### src/rtl/cdc_hs_pkg.sv
// rtl/cdc_hs_pkg.sv - shared 4-phase handshake state encoding and synchroniser depth
package cdc_hs_pkg;

   // Number of flops in a single-bit CDC synchroniser chain
   localparam int SYNC_STAGES = 2;

   // Handshake FSM encoding, common to the receiver and the future sender.
   // WAIT_LOW differs from PRESENT only in bit 1, which marks the "ack phase".
   typedef enum logic [1:0] {
      ST_IDLE     = 2'b00,
      ST_PRESENT  = 2'b01,
      ST_WAIT_LOW = 2'b11
   } hs_state_e;

endpackage

### src/rtl/sync_2ff.sv
// rtl/sync_2ff.sv - single-bit flop-chain synchroniser with async active-low reset
module sync_2ff
   import cdc_hs_pkg::*;
(
   input  logic clk,
   input  logic rst_n,
   input  logic d,
   output logic q
);

   logic [SYNC_STAGES-1:0] stages;

   // Shift the asynchronous input through the synchroniser chain
   always_ff @(posedge clk or negedge rst_n) begin
      if (!rst_n) begin
         stages <= '0;
      end else begin
         stages <= {stages[SYNC_STAGES-2:0], d};
      end
   end

   assign q = stages[SYNC_STAGES-1];

endmodule

### src/rtl/cdc_4phase_rx.sv
// rtl/cdc_4phase_rx.sv - 4-phase req/ack CDC receive endpoint; CDC_RX_WDOG_EN adds watchdog and err
module cdc_4phase_rx
   import cdc_hs_pkg::*;
#(
   parameter int DATA_W  = 8,
   parameter int TIMEOUT = 255
) (
   input  logic              o_clk,
   input  logic              o_rstn,
   input  logic              req,
   input  logic [DATA_W-1:0] i_data,
   output logic              ack,
   output logic [DATA_W-1:0] o_data,
   output logic              o_valid,
   input  logic              o_ready
`ifdef CDC_RX_WDOG_EN
   ,
   output logic              err
`endif
);

   // A zero limit would make the watchdog fire on the first WAIT_LOW cycle
   if (TIMEOUT < 1) begin : g_timeout_check
      $error("cdc_4phase_rx: TIMEOUT must be at least 1");
   end

   logic      req_s;
   logic      capture;
   hs_state_e state;
   hs_state_e state_nxt;

   sync_2ff u_req_sync (
      .clk   (o_clk),
      .rst_n (o_rstn),
      .d     (req),
      .q     (req_s)
   );

   // Handshake state register
   always_ff @(posedge o_clk or negedge o_rstn) begin
      if (!o_rstn) begin
         state <= ST_IDLE;
      end else begin
         state <= state_nxt;
      end
   end

   // Next-state logic: capture on req_s high, release on acceptance, re-arm only once req_s is low
   always_comb begin
      state_nxt = state;
      capture   = 1'b0;
      case (state)
         ST_IDLE: begin
            if (req_s) begin
               state_nxt = ST_PRESENT;
               capture   = 1'b1;
            end
         end
         ST_PRESENT: begin
            // A req_s drop here is a sender violation; the word is still delivered
            if (o_ready) begin
               state_nxt = ST_WAIT_LOW;
            end
         end
         ST_WAIT_LOW: begin
            if (!req_s) begin
               state_nxt = ST_IDLE;
            end
         end
         default: begin
            state_nxt = ST_IDLE;
         end
      endcase
   end

   // ack and o_valid are registered copies of the state being entered, so they are glitch-free and exclusive
   always_ff @(posedge o_clk or negedge o_rstn) begin
      if (!o_rstn) begin
         ack     <= 1'b0;
         o_valid <= 1'b0;
      end else begin
         ack     <= (state_nxt == ST_WAIT_LOW);
         o_valid <= (state_nxt == ST_PRESENT);
      end
   end

   // Sample the sender-held bus only in the capture cycle, when req_s guarantees it is stable
   always_ff @(posedge o_clk or negedge o_rstn) begin
      if (!o_rstn) begin
         o_data <= '0;
      end else if (capture) begin
         o_data <= i_data;
      end
   end

`ifdef CDC_RX_WDOG_EN
   localparam int RAW_W = $clog2(TIMEOUT + 1);
   localparam int CNT_W = (RAW_W < 8) ? 8 : ((RAW_W > 32) ? 32 : RAW_W);
   localparam logic [CNT_W-1:0] LIMIT = CNT_W'(TIMEOUT);

   logic [CNT_W-1:0] wdog_cnt;

   // Count cycles spent waiting for req to return low; saturate at the limit
   always_ff @(posedge o_clk or negedge o_rstn) begin
      if (!o_rstn) begin
         wdog_cnt <= '0;
      end else if (state != ST_WAIT_LOW) begin
         wdog_cnt <= '0;
      end else if (wdog_cnt != LIMIT) begin
         wdog_cnt <= wdog_cnt + 1'b1;
      end
   end

   // Sticky error: stuck req in WAIT_LOW or req dropped before the word was accepted
   always_ff @(posedge o_clk or negedge o_rstn) begin
      if (!o_rstn) begin
         err <= 1'b0;
      end else if ((wdog_cnt == LIMIT) || ((state == ST_PRESENT) && !req_s)) begin
         err <= 1'b1;
      end
   end
`endif

endmodule

### config.mk
export PLATFORM = sky130hd
export DESIGN_NAME = cdc_4phase_rx
export DESIGN_NICKNAME = d
export VERILOG_FILES = /design/src/rtl/cdc_hs_pkg.sv /design/src/rtl/sync_2ff.sv /design/src/rtl/cdc_4phase_rx.sv
export SDC_FILE = /design/constraint.sdc
export NUM_CORES = 1
export LEC_CHECK = 0
export ABC_CLOCK_PERIOD_IN_PS = 1630
export BUFFER_PORTS_ARGS = -buffer_cell sky130_fd_sc_hd__buf_2
export CAP_MARGIN = 5
export CORE_AREA = 2 2 39 41
export CTS_BUF_LIST = sky130_fd_sc_hd__clkbuf_8 sky130_fd_sc_hd__clkbuf_16
export DETAILED_ROUTE_END_ITERATION = 16
export DIE_AREA = 0 0 41 43
export GPL_TIMING_DRIVEN = 1
export PLACE_DENSITY = 0.75
export SETUP_SLACK_MARGIN = 0.1
export SLEW_MARGIN = 20
export SYNTH_ARGS = -nofsm -noshare
export SYNTH_HDL_FRONTEND = slang
export SYNTH_SLANG_ARGS = --single-unit
### constraint.sdc
create_clock -name o_clk -period 1.63 [get_ports o_clk]
set_input_delay 0.0815 -clock o_clk [delete_from_list [all_inputs] [get_ports o_clk]]
set_output_delay 0.0815 -clock o_clk [all_outputs]
set_load 0.005 [all_outputs]
Yosys cells after proc, flatten, opt, wreduce, memory -nomap -nowiden
Index checks and enable logic that the tools add are counted.
{"block": "op_classes", "eq_ne": 4, "muxes": 6, "n_reduce_logical": 1}
{"operator": "2-to-1 mux 2 bit", "n": 3}
{"operator": "one-hot mux 2 bit (3 select lines)", "n": 1}
{"operator": "equality test 2 x 1 -> 1 bit, second input constant", "n": 2}
{"operator": "equality test 2 bit, second input constant", "n": 2}
{"operator": "zero test 2 bit", "n": 1}
{"operator": "2-to-1 mux 1 bit", "n": 2}
{"block": "totals", "ff_bits": 14, "inputBits": 12, "output_inout_bits": 10}

Logic depth before layout (Yosys ltp)
Gate-level depths: netlist of the first run.
{"block": "logic_depth", "word_depth": 3, "depth_mapped": 2, "ltp_nobuf": 2}

By module
Synthesis of the first run repeated with hierarchy kept, for this count alone.
{"block": "unflattened", "hier_cells": 32, "area_unflattened_um2": 513.0}
{"module": "cdc_4phase_rx", "n_inst": 1, "cells_per_inst": 30, "area_per_inst_um2": 462.9, "seq_area_each_um2": 300.3}
{"module": "sync_2ff", "n_inst": 1, "cells_per_inst": 2, "area_per_inst_um2": 50.0, "seq_area_each_um2": 50.0}

Worst setup path before layout of the first run
OpenSTA, ideal clock, no wires.
{"block": "synth_path", "kind": "reg2reg", "start": "register state[1]", "end": "register o_data[0]", "setup_ns": 0.125, "arrival_time_ns": 1.133, "required_ns": 1.505, "path_slack_ns": 0.373, "stages_incl_launch_ff": 3, "n_path_buf": 0, "cell_sequence": "dfrtp_1 nor3b_4 mux2_2"}
{"block": "synth_via", "elab_chain_len": 2}
{"element": "start, declared", "line": "cdc_4phase_rx.sv:29", "text": "hs_state_e state;"}
{"element": "start signal, assigned", "line": "cdc_4phase_rx.sv:44", "text": "state <= state_nxt;"}
{"element": "zero test 2 bit", "line": "cdc_4phase_rx.sv:52", "text": "case (state)"}
{"element": "2-to-1 mux 1 bit", "line": "cdc_4phase_rx.sv:52"}
{"element": "end signal, assigned", "line": "cdc_4phase_rx.sv:92", "text": "o_data <= i_data;"}
{"element": "end, declared", "line": "cdc_4phase_rx.sv:13", "text": "output logic [DATA_W-1:0] o_data,"}
No other way between the ends.
A chain may end at the register's enable or synchronous reset.

Final worst setup path of the first run
{"block": "layout_path", "start": "register state[0]", "end": "register o_data[4]"}
Same word-level chain as after synthesis.

==> flow_summary.ini, run 1 <==
[min_path]
hold_class = in2reg
hp-start = i_data[1]
holdPathStages = 2
hold_end = o_data[1]

[clock_tree]
cts_tree = done
cts_resized = 0
clk_latency_ns = 0.24
cts_root_buf = clkbuf_8
cts_buffers = 3
cts_buffer_depth = 2
cts_htree_levels = 1
clk_pin_slew_ns = 0.06
postCtsSetupRepairBufs = 0
cts.sinks = 14
hold_buffers = 2

[timing]
slew_headroom_pct = 72.0
setup_viol = 0
grt_setup_unrepaired = no
fmax_mhz = 733
post-route-period-util_pct = 83.7
slew_viol_final = 0
worst_pin_slew_ns = 0.419
period_needed_ns = 1.36
finalHoldViolations = 0
fin_skew_ns = 0.00219
fin_setup_tns_ns = 0

[flow_run]
cap_violations = 0

[global_route]
use_met1_pct = 13.0
first_global_vias = 331
grt_max_degree = 15
overflow = 0
grt_util_met3_pct = 4.71
grt_first_pass_wirelength_um = 1260
top_usage_layer = met2
use_met2_pct = 16.3
antenna_found_initial = 0
gr-usage-all-layers_pct = 11.3

[die]
die_x_um = 41
fp.dieArea_mm2 = 0.00176
core_mm2 = 0.00138
die_y_um = 43
rows = 14
io_pins = 22
start_util_pct = 37.1

[cells_and_area]
syn_to_final_growth_pct = 39.0
drive_gt1_share_pct = 57.6
nNetsFinal = 72
ff_latch_area_um2 = 350
diodes = 0
n_fill_cell = 120
instances_no_fill = 75
multi_input_area_um2 = 163

[place]
gp_congestion = 0.728
port-buffer-count = 21
place_hpwl_um = 619
placed_cells = 69

[power_and_ir_drop]
pwr-share-seq_pct = 46.7
switching_share_pct = 25.2
peakVddDrop_mv = 0.683
p_sw_uw = 302
p_comb_share_pct = 26.1
leakagePower_nw = 0.346
clkPwrFrac_pct = 27.2
internal_power_uw = 897
finalPower_mw = 1.20
p_per_area_mw_per_mm2 = 1680

[routing]
drcViolationCount = 0
wirelength_um = 788
final_antenna_net_count = 0
first_pass_iters = 1
wire_per_inst_um = 10.5
vias = 325
drt_iter0_markers = 0
vias_per_cell = 4.33

[logic_synthesis]
syn-cell-area_um2 = 513
synth_top_family_by_area = multiplexers
synth-main-ff-cell = dfrtp_1
yosys_warnings = 0
syn-num-nets = 44
synth_common_cells = dfrtp_1 (14), mux2_2 (8), nor2b_1 (2)
yosys.area.top_type = dfrtp_1
synthSimpleGateAreaFrac_pct = 10.2
synth_top_area_share_pct = 68.3
yosysMostFrequentCell = dfrtp_1
avgSynthCellArea_um2 = 16.0
synthAdderAreaFrac_pct = 0
synthArstFlopShare_pct = 100
netlist_instances = 32
synth_compound_area_share_pct = 1.95
synth-edff-count = 0
yosysSeqAreaShare_pct = 68.3
synth.area.top_cells = dfrtp_1 (68%), mux2_2 (18%), nor3b_4 (3.7%), nor2b_1 (2.4%), mux2i_1 (2.0%)
netlist-cell-type-count = 11
synth_xor_area_share_pct = 0
synthMuxAreaShare_pct = 19.5
synth.ff_latch_count = 14

[critical_path]
rr_startpoint = state[0]
startpoint_type = flop
crit_path_end_kind = flop
reg2reg_depth = 2
worstPathArrival_ns = 1.49
startpoint = state[0]
crit_buf_inv = 0
crit_chain = nor3b_4 > mux2_2
critPathTopFamily = flip-flops
required_ns = 1.75
reg2reg_slack_ns = 0.27
crit_type = reg2reg
crit_slowest_cell = dfrtp_1
crit_path_max_fanout = 8
worstReg2RegEnd = o_data[4]
max_stage_delay_ns = 0.45

[run_status]
status = finished clean
## layout by cell type, fill, tap and decap left out
cell            n
mux2_2          8
dfrtp_1        14
mux2i_1         1
or2b_1          1
nand2b_1        1
nor2b_1         2
nand2_1         1
dlygate4sd3_1   2
o21ai_0         1
clkbuf_8        4
buf_2          21
a21oi_1         1
nor2_1          1
nor3b_4         1
## worst max-delay path by stage
stage,slack [ns],cells past startpoint,endpoint
after floorplan,0.37,2,o_data[0]
after global placement,0.28,2,o_data[1]
after detailed placement,0.26,2,o_data[3]
after CTS,0.26,2,o_data[3]
after global routing,0.20,2,o_data[2]
final,0.27,2,o_data[4]
## stage by stage
step / hold WS (ns) / setup slack [ns] / util, % / area [µm²]
after detailed placement: -0.0122 / 0.261 / 46.1 / 638
after CTS: 0.0616 / 0.256 / 51.5 / 713
after global placement: -0.0136 / 0.279 / 46.1 / 638
final: 0.0712 / 0.266 / 51.5 / 713
after floorplan: -0.214 / 0.373 / - / 513
after global routing: 0.0724 / 0.198 / 51.5 / 713
## logic make-up (layout without fill, tap and decap cells)
| kind of cell | Yosys count | in the layout |
|---|---|---|
| buffers and inverters | 0 | 27 |
| muxes | 9 | 9 |
| DFF | 14 | 14 |
| AOI/OAI and AO/OA | 2 | 2 |
| and+or+nand+nor | 7 | 7 |
## state kept, by name, indices dropped and copies added (netlist names)
| signal | flops |
|---|---|
| u_req_sync.stages | 2 |
| o_valid | 1 |
| state | 2 |
| o_data | 8 |
| ack | 1 |
## area by class of cell
type                       instances  area share [%]
multi-input combinational         18            22.8
tap                               16            2.81
timing repair buffer              23            17.5
clock buffer                       4            7.72
sequential                        14            49.1
## per-layer routing
layer	share of wire, %	routed length (µm)
met3	6.6	52
met1	45	351
met2	49	384
met5	0	0
met4	0	0
## power groups by stage
stage	Combinational, mW	Sequential, mW	Clock, mW
after CTS	0.321	0.563	0.343
after detailed placement	0.318	0.569	0
after global placement	0.309	0.564	0
after floorplan	0.148	0.578	0
after global routing	0.361	0.584	0.360
final	0.313	0.560	0.326
No activity file was read; power rests on OpenSTA's default activity.
==> run 2, diff against run 1 <==
ABC_CLOCK_PERIOD_IN_PS = 1250   (was 1630)
CORE_AREA = unset   (was 2 2 39 41)
CORE_UTILIZATION = 39   (was unset)
DIE_AREA = unset   (was 0 0 41 43)
PLACE_DENSITY = 0.78   (was 0.75)
clock period = 1.25 ns   (was 1.63 ns; I/O delays follow)
==> flow_summary.ini, run 2 (same netlist as run 1, synthesis figures left out) <==
[timing]
grt_setup_unrepaired = yes
slew_headroom_pct = 79.9
slew_viol_final = 0
period_needed_ns = 1.24
fin_setup_tns_ns = 0
fmax_mhz = 808
fin_skew_ns = 0.00546
finalHoldViolations = 0
finalWorstSetupSlack_ns = 0.0122
post-route-period-util_pct = 99.0
worst_pin_slew_ns = 0.302
setup_viol = 0

[critical_path]
required_ns = 1.37
worstPathArrival_ns = 1.36
crit_path_end_kind = flop
worstReg2RegEnd = o_data[0]
crit_type = reg2reg
crit_path_max_fanout = 8
reg2reg_depth = 3
startpoint_type = flop
rr_startpoint = state[0]
reg2reg_slack_ns = 0.01

[global_route]
overflow = 0
grt_max_degree = 15
gr-usage-all-layers_pct = 16.1
grt_first_pass_wirelength_um = 1440
antenna_found_initial = 0
first_global_vias = 323

[run_status]
status = finished clean

[power_and_ir_drop]
p_per_area_mw_per_mm2 = 2240
leakagePower_nw = 0.395
finalPower_mw = 1.75
peakVddDrop_mv = 1.40

[routing]
met3_length_um = 57
vias_per_cell = 4.57
first_pass_iters = 2
vias = 352
drcViolationCount = 0
wire_per_inst_um = 13.5
final_antenna_net_count = 0
drt_iter0_markers = 5
drt-met1-wl_um = 416
maxUsedRoutingLayer = met3
route.met2.wl_um = 569
wirelength_um = 1040

[cells_and_area]
reg_top3 = o_data x8, state x2, u_req_sync.stages x2
nNetsFinal = 76
syn_to_final_growth_pct = 52.7
layout_commonest_cell = buf_2
drive_gt1_share_pct = 60.3
layout_common_cells = buf_2 (21), dfrtp_1 (14), mux2_4 (8)
largest_reg_flops = 8
top_register = o_data
diodes = 0

[clock_tree]
cts_tree = done
cts.sinks = 14
cts_root_buf = clkbuf_8
cts_htree_levels = 1
clk_pin_slew_ns = 0.06
clk_latency_ns = 0.24
cts_buffer_depth = 2
cts_buffers = 3

[die]
fp.dieArea_mm2 = 0.00146
io_pins = 22
start_util_pct = 43.8
rows = 12
die_x_um = 38.3
die_y_um = 38.3
core_mm2 = 0.00117

[min_path]
hold_class = in2reg
hold_end = o_data[2]
holdPathStages = 2
hp-start = i_data[2]

[place]
place_ws_ns = 0.0104
gp_congestion = 0.703
port-buffer-count = 21

[flow_run]
cap_violations = 0
-- run 2: worst max-delay path by stage --
stage / from / to / slack (ns) / cells past startpoint
floorplan: state[1] / o_data[0] / -0.007 / 2
global placement: state[1] / o_data[1] / 0.04 / 3
detailed placement: state[1] / o_data[2] / 0.01 / 3
CTS: state[0] / o_data[1] / 0.03 / 3
global route: state[0] / o_data[0] / -0.007 / 3
finish: state[0] / o_data[0] / 0.01 / 3
-- run 2: final cells by class --
cell class	instances	area, µm²
repair buffers	27	168
flip-flops and latches	14	350
multi-input cells	18	193
fillers	87	388
clock buffers	4	55.1
well taps	14	17.5
-- run 2: what timing repair did --
item / CTS / global route
buffers inserted: 0 / 0
gates resized for setup: 8 / 0
hold endpoints to repair: 15 / 0
endpoints found under the setup margin: 8 / 8
hold buffers: 2 / 0
pin swaps: 1 / 0
-- run 2: metrics by stage --
step	area, µm²	hold slack, ns	instances	utilization, %
after floorplan	513	-0.233	32	-
after global placement	678	-0.0348	71	57.9
after detailed placement	678	-0.0304	71	57.9
after CTS	783	0.0403	77	66.9
after global routing	783	0.0342	77	66.9
final	783	0.0485	77	66.9
-- run 2: layer usage --
layer | up-vias | global-route usage (%)
li1 | 170 | -
met1 | 167 | 16.4
met2 | 15 | 28.8
met3 | 0 | 8.72
met4 | 0 | 2.68
met5 | - | 0
-- run 2: critical path, cell delays in order, from the launching register on --
cell,delay [ns]
dfrtp_1,0.40
nor3b_4,0.24
buf_12,0.17
mux2_4,0.31
-- run 2: report_power, final --
group	switching [mW]	leakage, nW	internal [mW]
registers	0.102	0.166	0.631
logic	0.202	0.200	0.388
clock network	0.151	0.0288	0.279
total	0.455	0.395	1.30
